`src/rtl/fp_sub_sp_seq.sv`:
```
// Multi-cycle IEEE-754 single-precision subtractor (Result = A - B).
// Truncating rounding, denormals flushed to zero, start/Done handshake.
// state/nstate are exported for debug and waveform inspection.
module fp_sub_sp_seq #(
   parameter int W  = 32,
   parameter int SW = 4
) (
   input  logic          clk,
   input  logic          reset,
   input  logic          start,
   input  logic [W-1:0]  A,
   input  logic [W-1:0]  B,
   output logic [W-1:0]  Result,
   output logic          Done,
   output logic          ovf_flag,
   output logic          unf_flag,
   output logic [SW-1:0] state,
   output logic [SW-1:0] nstate
);

   typedef enum logic [3:0] {
      ST_IDLE   = 4'd0,
      ST_UNPACK = 4'd1,
      ST_SWAP   = 4'd2,
      ST_ALIGN  = 4'd3,
      ST_ADDSUB = 4'd4,
      ST_NORM   = 4'd5,
      ST_PACK   = 4'd6,
      ST_DONE   = 4'd7
   } state_t;

   state_t        r_state;
   state_t        w_nstate;
   logic [W-1:0]  r_a;
   logic [W-1:0]  r_b;
   logic          r_sx;
   logic          r_sy;
   logic [9:0]    r_ex;
   logic [9:0]    r_ey;
   logic [24:0]   r_mx;
   logic [24:0]   r_my;
   logic [W-1:0]  r_result;
   logic          r_done;
   logic          r_ovf;
   logic          r_unf;

   // Operand decode (valid while in UNPACK, r_a/r_b hold the captured operands)
   logic [7:0]    w_ea;
   logic [7:0]    w_eb;
   logic [22:0]   w_fa;
   logic [22:0]   w_fb;
   logic          w_a_inf;
   logic          w_b_inf;
   logic          w_nan;
   logic          w_special;
   logic          w_inf_sign;
   logic          w_swap;
   logic [9:0]    w_diff;
   logic [24:0]   w_sum;

   assign w_ea       = r_a[30:23];
   assign w_eb       = r_b[30:23];
   assign w_fa       = r_a[22:0];
   assign w_fb       = r_b[22:0];
   assign w_a_inf    = (w_ea == 8'hFF) && (w_fa == 23'd0);
   assign w_b_inf    = (w_eb == 8'hFF) && (w_fb == 23'd0);
   // NaN in, or inf - inf with equal raw signs (same-sign infinities cancel)
   assign w_nan      = ((w_ea == 8'hFF) && (w_fa != 23'd0)) ||
                       ((w_eb == 8'hFF) && (w_fb != 23'd0)) ||
                       (w_a_inf && w_b_inf && (r_a[31] == r_b[31]));
   assign w_special  = (w_ea == 8'hFF) || (w_eb == 8'hFF);
   // Infinite result takes A's sign if A is infinite, else the negated B sign
   assign w_inf_sign = w_a_inf ? r_a[31] : ~r_b[31];

   // Magnitude ordering: exponent first, then mantissa
   assign w_swap     = {r_ey, r_my} > {r_ex, r_mx};
   assign w_diff     = r_ex - r_ey;
   // Never negative in the subtract case because X holds the larger magnitude
   assign w_sum      = (r_sx == r_sy) ? (r_mx + r_my) : (r_mx - r_my);

   assign Result   = r_result;
   assign Done     = r_done;
   assign ovf_flag = r_ovf;
   assign unf_flag = r_unf;
   assign state    = SW'(r_state);
   assign nstate   = SW'(w_nstate);

   // Next-state decode; unknown codes fall back to IDLE
   always_comb begin
      w_nstate = ST_IDLE;
      case (r_state)
         ST_IDLE: begin
            if (start) begin
               w_nstate = ST_UNPACK;
            end else begin
               w_nstate = ST_IDLE;
            end
         end
         ST_UNPACK: begin
            if (w_special) begin
               w_nstate = ST_PACK;
            end else begin
               w_nstate = ST_SWAP;
            end
         end
         ST_SWAP: begin
            w_nstate = ST_ALIGN;
         end
         ST_ALIGN: begin
            if (w_diff == 10'd0) begin
               w_nstate = ST_ADDSUB;
            end else if (w_diff >= 10'd25) begin
               w_nstate = ST_ADDSUB;
            end else begin
               w_nstate = ST_ALIGN;
            end
         end
         ST_ADDSUB: begin
            if (w_sum == 25'd0) begin
               w_nstate = ST_PACK;
            end else begin
               w_nstate = ST_NORM;
            end
         end
         ST_NORM: begin
            if (r_mx[24]) begin
               w_nstate = ST_PACK;
            end else if (r_mx[23]) begin
               w_nstate = ST_PACK;
            end else if (r_ex <= 10'd1) begin
               w_nstate = ST_PACK;
            end else begin
               w_nstate = ST_NORM;
            end
         end
         ST_PACK: begin
            w_nstate = ST_DONE;
         end
         ST_DONE: begin
            w_nstate = ST_IDLE;
         end
         default: begin
            w_nstate = ST_IDLE;
         end
      endcase
   end

   // State register plus the per-state datapath and registered outputs
   always_ff @(posedge clk or negedge reset) begin
      if (!reset) begin
         r_state  <= ST_IDLE;
         r_a      <= '0;
         r_b      <= '0;
         r_sx     <= 1'b0;
         r_sy     <= 1'b0;
         r_ex     <= 10'd0;
         r_ey     <= 10'd0;
         r_mx     <= 25'd0;
         r_my     <= 25'd0;
         r_result <= '0;
         r_done   <= 1'b0;
         r_ovf    <= 1'b0;
         r_unf    <= 1'b0;
      end else begin
         r_state <= w_nstate;
         r_done  <= (w_nstate == ST_DONE);
         case (r_state)
            ST_IDLE: begin
               if (start) begin
                  r_a   <= A;
                  r_b   <= B;
                  r_ovf <= 1'b0;
                  r_unf <= 1'b0;
               end
            end
            ST_UNPACK: begin
               if (w_special) begin
                  // Encode the special result directly into the X fields
                  r_ex <= 10'd255;
                  if (w_nan) begin
                     r_sx <= 1'b0;
                     r_mx <= {2'b00, 23'h400000};
                  end else begin
                     r_sx  <= w_inf_sign;
                     r_mx  <= 25'd0;
                     r_ovf <= 1'b1;
                  end
               end else begin
                  r_sx <= r_a[31];
                  r_ex <= {2'b00, w_ea};
                  r_mx <= (w_ea == 8'd0) ? 25'd0 : {2'b01, w_fa};
                  r_sy <= ~r_b[31];
                  r_ey <= {2'b00, w_eb};
                  r_my <= (w_eb == 8'd0) ? 25'd0 : {2'b01, w_fb};
               end
            end
            ST_SWAP: begin
               if (w_swap) begin
                  r_sx <= r_sy;
                  r_ex <= r_ey;
                  r_mx <= r_my;
                  r_sy <= r_sx;
                  r_ey <= r_ex;
                  r_my <= r_mx;
               end
            end
            ST_ALIGN: begin
               if (w_diff == 10'd0) begin
                  r_my <= r_my;
               end else if (w_diff >= 10'd25) begin
                  r_my <= 25'd0;
                  r_ey <= r_ex;
               end else begin
                  r_my <= r_my >> 1;
                  r_ey <= r_ey + 10'd1;
               end
            end
            ST_ADDSUB: begin
               if (w_sum == 25'd0) begin
                  // Exact cancellation always yields +0
                  r_sx <= 1'b0;
                  r_ex <= 10'd0;
                  r_mx <= 25'd0;
               end else begin
                  r_mx <= w_sum;
               end
            end
            ST_NORM: begin
               if (r_mx[24]) begin
                  if (r_ex >= 10'd254) begin
                     r_ex  <= 10'd255;
                     r_mx  <= 25'd0;
                     r_ovf <= 1'b1;
                  end else begin
                     r_mx <= r_mx >> 1;
                     r_ex <= r_ex + 10'd1;
                  end
               end else if (r_mx[23]) begin
                  r_mx <= r_mx;
               end else if (r_ex <= 10'd1) begin
                  // Would go denormal: flush to signed zero
                  r_ex  <= 10'd0;
                  r_mx  <= 25'd0;
                  r_unf <= 1'b1;
               end else begin
                  r_mx <= r_mx << 1;
                  r_ex <= r_ex - 10'd1;
               end
            end
            ST_PACK: begin
               r_result <= {r_sx, r_ex[7:0], r_mx[22:0]};
            end
            ST_DONE: begin
               r_result <= r_result;
            end
            default: begin
               r_result <= r_result;
            end
         endcase
      end
   end

endmodule

```
`config.mk`:
```
export PLATFORM = sky130hd
export DESIGN_NAME = fp_sub_sp_seq
export DESIGN_NICKNAME = d
export VERILOG_FILES = /design/src/rtl/fp_sub_sp_seq.sv
export SDC_FILE = /design/constraint.sdc
export NUM_CORES = 1
export LEC_CHECK = 0
export CAP_MARGIN = 20
export CORE_ASPECT_RATIO = 0.6
export CORE_MARGIN = 5
export CORE_UTILIZATION = 45
export DETAILED_ROUTE_END_ITERATION = 8
export PLACE_DENSITY = 0.63
export SKIP_CTS_REPAIR_TIMING = 1
export SLEW_MARGIN = 15
export SYNTH_ARGS = -nofsm -noshare
export SYNTH_HDL_FRONTEND = slang
export SYNTH_SLANG_ARGS = --single-unit
```
`constraint.sdc`:
```
create_clock -name clk -period 12.15 [get_ports clk]
set_clock_uncertainty 0.15 [all_clocks]
set_input_delay 3.645 -clock clk [delete_from_list [all_inputs] [get_ports clk]]
set_output_delay 3.645 -clock clk [all_outputs]
set_load 0.02 [all_outputs]
```
==> impl_metrics.ini, run 1 <==
[floorplanning]
die_area_um2 = 30600
die_h_um = 138
die_w_um = 223
start_util_pct = 45.9
rows = 46
ioPinCount = 110
core_um2 = 26600

[setup_path]
cp_num_buf_inv = 1
cpPeakStageDelay_ns = 0.61
worstPathRequired_ns = 8.35
worstSetupPathType = register to primary output
cp_cell_sequence = or4_1 > nor3b_2 > nor4b_1 > a21oi_1 > xor2_1 > ha_1 > nand2_1 > o21ai_0 > nor2b_1 > nor4_1 > a211o_1 > a22oi_1 > nand4_4 > nand2_2 > nand3_1 > clkdlybuf4s50_1
crit_slowest_cell = or4_1
startpoint_type = register
crit_family = simple AND/OR/NAND/NOR gates
endpoint_kind = primary output
cp.arrival_ns = 6.64
path_max_fanout = 14

[clocking]
numCtsBuffers = 17
cts.sinks = 174
ctsRootBufferMaster = clkbuf_16
clk_latency_ns = 0.46
clk_pin_slew_ns = 0.07
clk_path_buf_depth = 2
cts_tree = built
htreeDepth = 4

[global_route]
grt_use_total_pct = 29.9
grt_start_max_net_pins = 68
grt_overflow = 0
grt_pass1_vias = 11300
grt_first_pass_wirelength_mm = 69.8
grt_antenna_before_repair = 0

[drt]
num_vias = 12400
post_drt_wl_per_cell_um = 23.4
first_pass_iters = 6
ant_nets = 0
drc_errors = 0
initialDrtViolationCount = 1829
wl_mm = 45.9
viasPerCell = 6.29

[logic_synthesis]
yosys.area.top_type = dfrtp_1
synth.most_common_cell = nand2_1
synthSimpleGateAreaFrac_pct = 23.3
netlist_top_cells_area = dfrtp_1 36%, nand2_1 11%, ha_1 7.8%
synth.area.mux_share_pct = 0.687
synthArstFlopShare_pct = 100
synth_compound_area_share_pct = 23.2
seq_area_frac_synth_pct = 35.7
syn_inst = 1532
synthDistinctLibCells = 81
synth_fa_ha_area_share_pct = 8.12
synth_common_cells = 368 x nand2_1, 174 x dfrtp_1, 98 x o21ai_0, 96 x nor2_1, 82 x a21oi_1
yosys.area_share.xor_xnor_pct = 4.02
synth_top_area_share_pct = 35.7
synth_top_family_by_area = simple AND/OR/NAND/NOR gates
syn_area_um2 = 12200
yosys_warnings = 0
synth_edf_count = 0
syn_avg_cell_area_um2 = 7.97
synth_flop_cell = dfrtp_1
ys_ff_latch = 174

[layout]
fin_util_pct = 53.4
area_growth_syn_to_layout_pct = 16.4
nFillCells = 2540
regArea_um2 = 4350
insertedDiodeCount = 0
drive_above_1_share_pct = 5.05
fin_nets = 1736
multiInputGateArea_um2 = 7300

[place]
place.gp.congestion = 1.05
dp_hpwl_mm = 34.6
port_buffers = 107
dp_slack_ns = 2.38

[timing]
timing.fmax_mhz = 95.8
layout_worst_path_cycle_share_pct = 85.9
worst_hold_slack_ns = 0.327
slew_violations = 0
layout_setup_ws_ns = 1.71
fin_tns_setup_ns = 0
slew_headroom_pct = 30.8
hold_viol = 0
setup_viol = 0
rsz0062_at_grt = no
finalCriticalPeriod_ns = 10.44
tightest_slew_ns = 1.03

[outcome]
outcome = finished clean

[run]
maxCapViolations = 0

[min_path]
min_path_type = register to register
## worst min-delay path: stages (launching register included)
cell,delay [ns]
dfrtp_1,0.34
nand2_1,0.05
o21ai_0,0.06
## layout make-up
class / instances / share of cell area, %
tap: 360 / 3.17
multi-input combinational: 1206 / 51.4
clock inverter: 14 / 1.37
clock buffer: 18 / 3.09
timing repair buffer: 126 / 8.55
inverter: 66 / 1.74
sequential: 174 / 30.7
## kinds of logic (layout without fill, tap and decap cells)
logic type,after synthesis,after routing
XOR/XNOR,56,56
buffers and inverters,153,224
multiplexers,8,8
adder cells (fa/ha/maj),78,78
flip-flops,174,174
other,1,2
AND/OR/NAND/NOR,643,643
AO/OA/AOI/OAI,419,419
## sequential cells by signal (all words and copies together) (netlist names)
name / flops
Done: 1
ovf_flag: 1
unf_flag: 1
r_my: 25
r_sx: 1
r_sy: 1
r_ey: 10
Result: 32
r_b: 32
r_ex: 10
state: 3
r_mx: 25
r_a: 32
## cells in the final DEF (no fill, tap or decap), types with 21 or more instances in the layout
cell type        count
nand2_1            366
dfrtp_1            174
clkdlybuf4s50_1    106
o21ai_0             98
nor2_1              96
a21oi_1             82
ha_1                76
inv_1               65
xnor2_1             34
a31oi_1             34
nor3_1              32
a22oi_1             31
nand3_1             25
nor4_1              23
nand4_1             23
a222oi_1            22
xor2_1              21
## metal layers
metal  routed length (µm)  part of all wire [%]  track usage [%]  vias to the layer above
met2                16300                    35             36.2                      762
li1                     -                     -                -                     5628
met3                 7320                    16             14.2                       53
met5                    0                     0                0                        -
met1                21800                    47             46.9                     5908
met4                  563                   1.2             6.02                        0
## metrics by stage
step | instances | area [µm²]
finish | 1964 | 14200
global route | 1964 | 14200
CTS | 1964 | 14200
detailed placement | 1932 | 13600
global placement | 1932 | 13600
floorplan | 1533 | 12200
## final timing paths
check	from	to	slack, ns	cells past startpoint
hold / removal	Result[2]$_DFFE_PN0P_	Result[2]$_DFFE_PN0P_	0.33	2
setup / recovery	r_my[4]$_DFFE_PN0P_	nstate[0]	1.71	16
hold reg to reg	Result[2]$_DFFE_PN0P_	Result[2]$_DFFE_PN0P_	0.33	2
min in group asynchronous	reset	Done$_DFF_PN0_	3.00	1
max in group asynchronous	reset	r_b[11]$_DFFE_PN0P_	6.84	3
setup reg to reg	r_my[4]$_DFFE_PN0P_	state[0]$_DFF_PN0_	6.24	15
Power of run 1 is not shown: default switching activity piles up to over one toggle a cycle in this logic, so the estimate is an artifact.
==> run 2, diff against run 1 <==
CELL_PAD_IN_SITES_DETAIL_PLACEMENT = 1   (was unset)
CELL_PAD_IN_SITES_GLOBAL_PLACEMENT = 1   (was unset)
DONT_BUFFER_PORTS = 1   (was unset)
PLACE_DENSITY = 0.74   (was 0.63)
TNS_END_PERCENT = 5   (was unset)
==> run 2 against run 1 <==
Critical path depth shrank 1; critical path type unchanged; flip-flop and latch count is the same; wire length grew 6.8%; clock-buffer cell count is the same; maximum frequency grew 4.0%; first-iteration DRC count shrank 7.2%; register-to-register slack lost 0.26 ns; worst hold slack gained 0.041 ns; design area shrank 8.0%; non-clock buffer count shrank 107; largest cell class unchanged; setup slack gained 0.40 ns; via count shrank 1.5%.
==> impl_metrics.ini, run 2 (same netlist as run 1, synthesis figures left out) <==
[outcome]
outcome = finished clean

[global_route]
grt_first_pass_wirelength_mm = 74.3
top_usage_layer = met1
gr-usage-met1_pct = 51.0
grt_use_met3_pct = 12.0
grt_antenna_before_repair = 2
gr-usage-met2_pct = 40.2
grt_overflow = 0
grt_use_total_pct = 32.0
grt_start_max_net_pins = 175
grt_pass1_vias = 11700

[min_path]
hold_start = r_a[17]$_DFFE_PN0P_
min_path_type = register to register

[setup_path]
startpoint_type = register
worstPathRequired_ns = 8.35
path_max_fanout = 14
cp.arrival_ns = 6.24
r2r_start = r_my[4]$_DFFE_PN0P_
worstSetupPathType = register to primary output
crit_start = r_my[4]$_DFFE_PN0P_
endpoint_kind = primary output

[timing]
layout_setup_ws_ns = 2.11
slew_headroom_pct = 33.6
worst_hold_slack_ns = 0.368
timing.fmax_mhz = 99.6
hold_viol = 0
layout_worst_path_cycle_share_pct = 82.6
tightest_slew_ns = 0.987
fin_tns_setup_ns = 0
rsz0062_at_grt = no
finalCriticalPeriod_ns = 10.04
slew_violations = 0
setup_viol = 0

[floorplanning]
die_h_um = 138
rows = 46
start_util_pct = 45.9
ioPinCount = 110
die_w_um = 223
die_area_um2 = 30600
core_um2 = 26600

[place]
dp_cells = 1824
dp_slack_ns = 2.82
port_buffers = 0
dp_hpwl_mm = 37.6
place.gp.congestion = 1.00

[drt]
num_vias = 12200
ant_nets = 0
wl_mm = 49.1
initialDrtViolationCount = 1698
post_drt_wl_per_cell_um = 26.4
drc_errors = 0
viasPerCell = 6.55
first_pass_iters = 7

[clocking]
numCtsBuffers = 17
htreeDepth = 4
clk_pin_slew_ns = 0.07
clk_path_buf_depth = 2
ctsRootBufferMaster = clkbuf_16
cts.sinks = 174
clk_latency_ns = 0.46
cts_tree = built

[layout]
final_cell_mix = 366 x nand2_1, 174 x dfrtp_1, 98 x o21ai_0, 96 x nor2_1, 81 x a21oi_1
fin_nets = 1629
mostFrequentLayoutCell = nand2_1
drive_above_1_share_pct = 5.28
area_growth_syn_to_layout_pct = 7.06
insertedDiodeCount = 0
fin_cells = 1857

[run]
maxCapViolations = 0
-- run 2: cell count changes in the layout (fill, tap and decap cells not counted), sizes merged --
cell and delta:
clkdlybuf4s50 -106, bufinv -3, inv +2, buf -1, clkinvlp +1
-- run 2: metrics by stage --
step | util (%) | area, µm²
3_3_place_gp | 46.9 | 12500
6_report | 49.2 | 13100
5_1_grt | 49.2 | 13100
2_1_floorplan | - | 12200
4_1_cts | 49.1 | 13100
3_5_place_dp | 46.9 | 12500
-- run 2: final timing paths --
kind / end / slack (ns) / cells past startpoint
max: nstate[0] / 2.11 / 15
min: r_a[17]$_DFFE_PN0P_ / 0.37 / 2
max reg2reg: state[0]$_DFF_PN0_ / 5.98 / 15
min reg2reg: r_a[17]$_DFFE_PN0P_ / 0.37 / 2
max in group asynchronous: r_mx[8]$_DFFE_PN0P_ / 8.79 / 0
min in group asynchronous: r_b[30]$_DFFE_PN0P_ / 2.73 / 0
-- run 2: layer usage --
metal | routed length (µm) | share of wire (%) | vias to the layer above
li1 | - | - | 5416
met1 | 23700 | 48 | 6039
met2 | 17900 | 36 | 653
met3 | 6780 | 14 | 57
met4 | 704 | 1.4 | 4
met5 | 27 | 0.055 | -
-- run 2: layout make-up --
| type | count | area, µm² |
|---|---|---|
| fill | 3231 | 13500 |
| multi-input combinational | 1206 | 7290 |
| sequential | 174 | 4350 |
| tap | 360 | 450 |
| clock buffer | 18 | 429 |
| inverter | 66 | 248 |
| timing repair buffer | 19 | 155 |
| clock inverter | 14 | 140 |
-- run 2: worst max-delay path: stages, from the launching register on --
cell and delay (ns):
dfrtp_1 0.48, or4_1 0.59, nor3b_2 0.56, nor4b_1 0.63, a21oi_1 0.18, xor2_1 0.18, ha_1 0.46, nand2_1 0.16
o21ai_0 0.44, nor2b_1 0.29, nor4_1 0.09, a211o_1 0.36, a22oi_1 0.27, nand4_4 0.26, nand2_2 0.45, nand3_1 0.36
Power of run 2 is left out for the same reason.
==> run 3, diff against run 2 <==
clock period = 9.7 ns   (was 12.15 ns; I/O delays follow)
==> run 3 against run 2 <==
Critical path type unchanged; the run now ends with DRC left; flip-flop and latch count unchanged; critical endpoint unchanged; critical path depth did not move; cell count fell by 0.16%; global-route usage up 1.1 points; wire length is 2.6% higher; setup slack got worse by 1.5 ns.
==> impl_metrics.ini, run 3 (same netlist as run 1, synthesis figures left out) <==
[global_route]
grt_pass1_vias = 11900
grt_overflow = 0
grt_first_pass_wirelength_mm = 76.7
grt_antenna_before_repair = 1
grt_start_max_net_pins = 175
grt_use_total_pct = 33.1

[timing]
hold_viol = 0
timing.fmax_mhz = 110
finalCriticalPeriod_ns = 9.08
setup_viol = 0
rsz0062_at_grt = no
slew_headroom_pct = 26.0
fin_tns_setup_ns = 0
slew_violations = 0
layout_worst_path_cycle_share_pct = 93.6
tightest_slew_ns = 1.11

[clocking]
ctsRootBufferMaster = clkbuf_16
cts.sinks = 174
cts_tree = built
clk_latency_ns = 0.46
clk_path_buf_depth = 2
htreeDepth = 4
numCtsBuffers = 17
clk_pin_slew_ns = 0.07

[layout]
fin_nets = 1627
nFillCells = 3256
mostFrequentLayoutCell = nand2_1
insertedDiodeCount = 0
area_growth_syn_to_layout_pct = 6.92
drive_above_1_share_pct = 5.02
final_cell_mix = 366 x nand2_1, 174 x dfrtp_1, 98 x o21ai_0, 96 x nor2_1, 81 x a21oi_1

[outcome]
failed_checks = DRC
outcome = finished, violations left

[place]
port_buffers = 0
dp_hpwl_mm = 38.9
place.gp.congestion = 1.00

[drt]
initialDrtViolationCount = 1506
drc_errors = 4
viasPerCell = 6.58
num_vias = 12200
first_pass_iters = 9
ant_nets = 0
wl_mm = 50.3
post_drt_wl_per_cell_um = 27.1

[floorplanning]
core_um2 = 26600
ioPinCount = 110
start_util_pct = 45.9
rows = 46
die_w_um = 223
die_h_um = 138
die_area_um2 = 30600

[setup_path]
cp.arrival_ns = 6.02
worstSetupPathType = register to primary output
worstPathRequired_ns = 6.64
startpoint_type = register
endpoint_kind = primary output
path_max_fanout = 14
r2r_setup_slack_ns = 3.77

[run]
maxCapViolations = 0

[min_path]
min_path_type = register to register
-- run 3: cell type report --
type	instances	area, µm²	area share [%]
clock buffers	19	443	3.39
clock inverters	12	130	0.997
inverters	66	248	1.90
multi-input cells	1206	7300	55.9
flip-flops and latches	174	4350	33.4
well taps	360	450	3.45
repair buffers	17	133	1.02
-- run 3: path summary, 6_finish.rpt --
path,start,end,depth (start not counted)
min in group asynchronous,reset,r_a[29]$_DFFE_PN0P_,0
max in group asynchronous,reset,Result[9]$_DFFE_PN0P_,0
setup / recovery,r_my[10]$_DFFE_PN0P_,nstate[0],15
hold / removal,r_a[17]$_DFFE_PN0P_,r_a[17]$_DFFE_PN0P_,2
hold reg to reg,r_a[17]$_DFFE_PN0P_,r_a[17]$_DFFE_PN0P_,2
setup reg to reg,r_my[10]$_DFFE_PN0P_,state[0]$_DFF_PN0_,15
-- run 3: stage by stage --
stage,cell area [µm²],hold WS [ns],cells,utilization [%],setup slack (ns)
after floorplan,12200,0.318,1533,-,2.07
after global placement,12500,0.344,1822,46.9,1.46
after detailed placement,12500,0.354,1822,46.9,1.25
after CTS,13000,0.371,1853,49.0,0.736
after global routing,13100,0.405,1854,49.1,0.190
final,13100,0.370,1854,49.1,0.620
-- run 3: routing by layer --
| metal | global-route usage [%] | up-vias | wire length, µm | share of wire [%] |
|---|---|---|---|---|
| met5 | 0 | - | 13 | 0.026 |
| met4 | 5.37 | 2 | 494 | 0.98 |
| met3 | 11.8 | 42 | 6640 | 13 |
| met2 | 41.2 | 662 | 18000 | 36 |
| met1 | 53.7 | 6081 | 25200 | 50 |
| li1 | - | 5408 | - | - |
-- run 3: worst max-delay path: stages (launching register included) --
cell	delay [ns]
dfrtp_1	0.46
or4_1	0.64
or2_2	0.34
nor4b_1	0.58
a21oi_1	0.17
xor2_1	0.17
ha_1	0.48
nand2_1	0.15
o21ai_0	0.44
nor2b_1	0.30
nor4_1	0.08
a211o_1	0.38
a22oi_1	0.29
nand4_4	0.27
nand2_2	0.44
nand3_1	0.36
Power of run 3 is left out for the same reason.
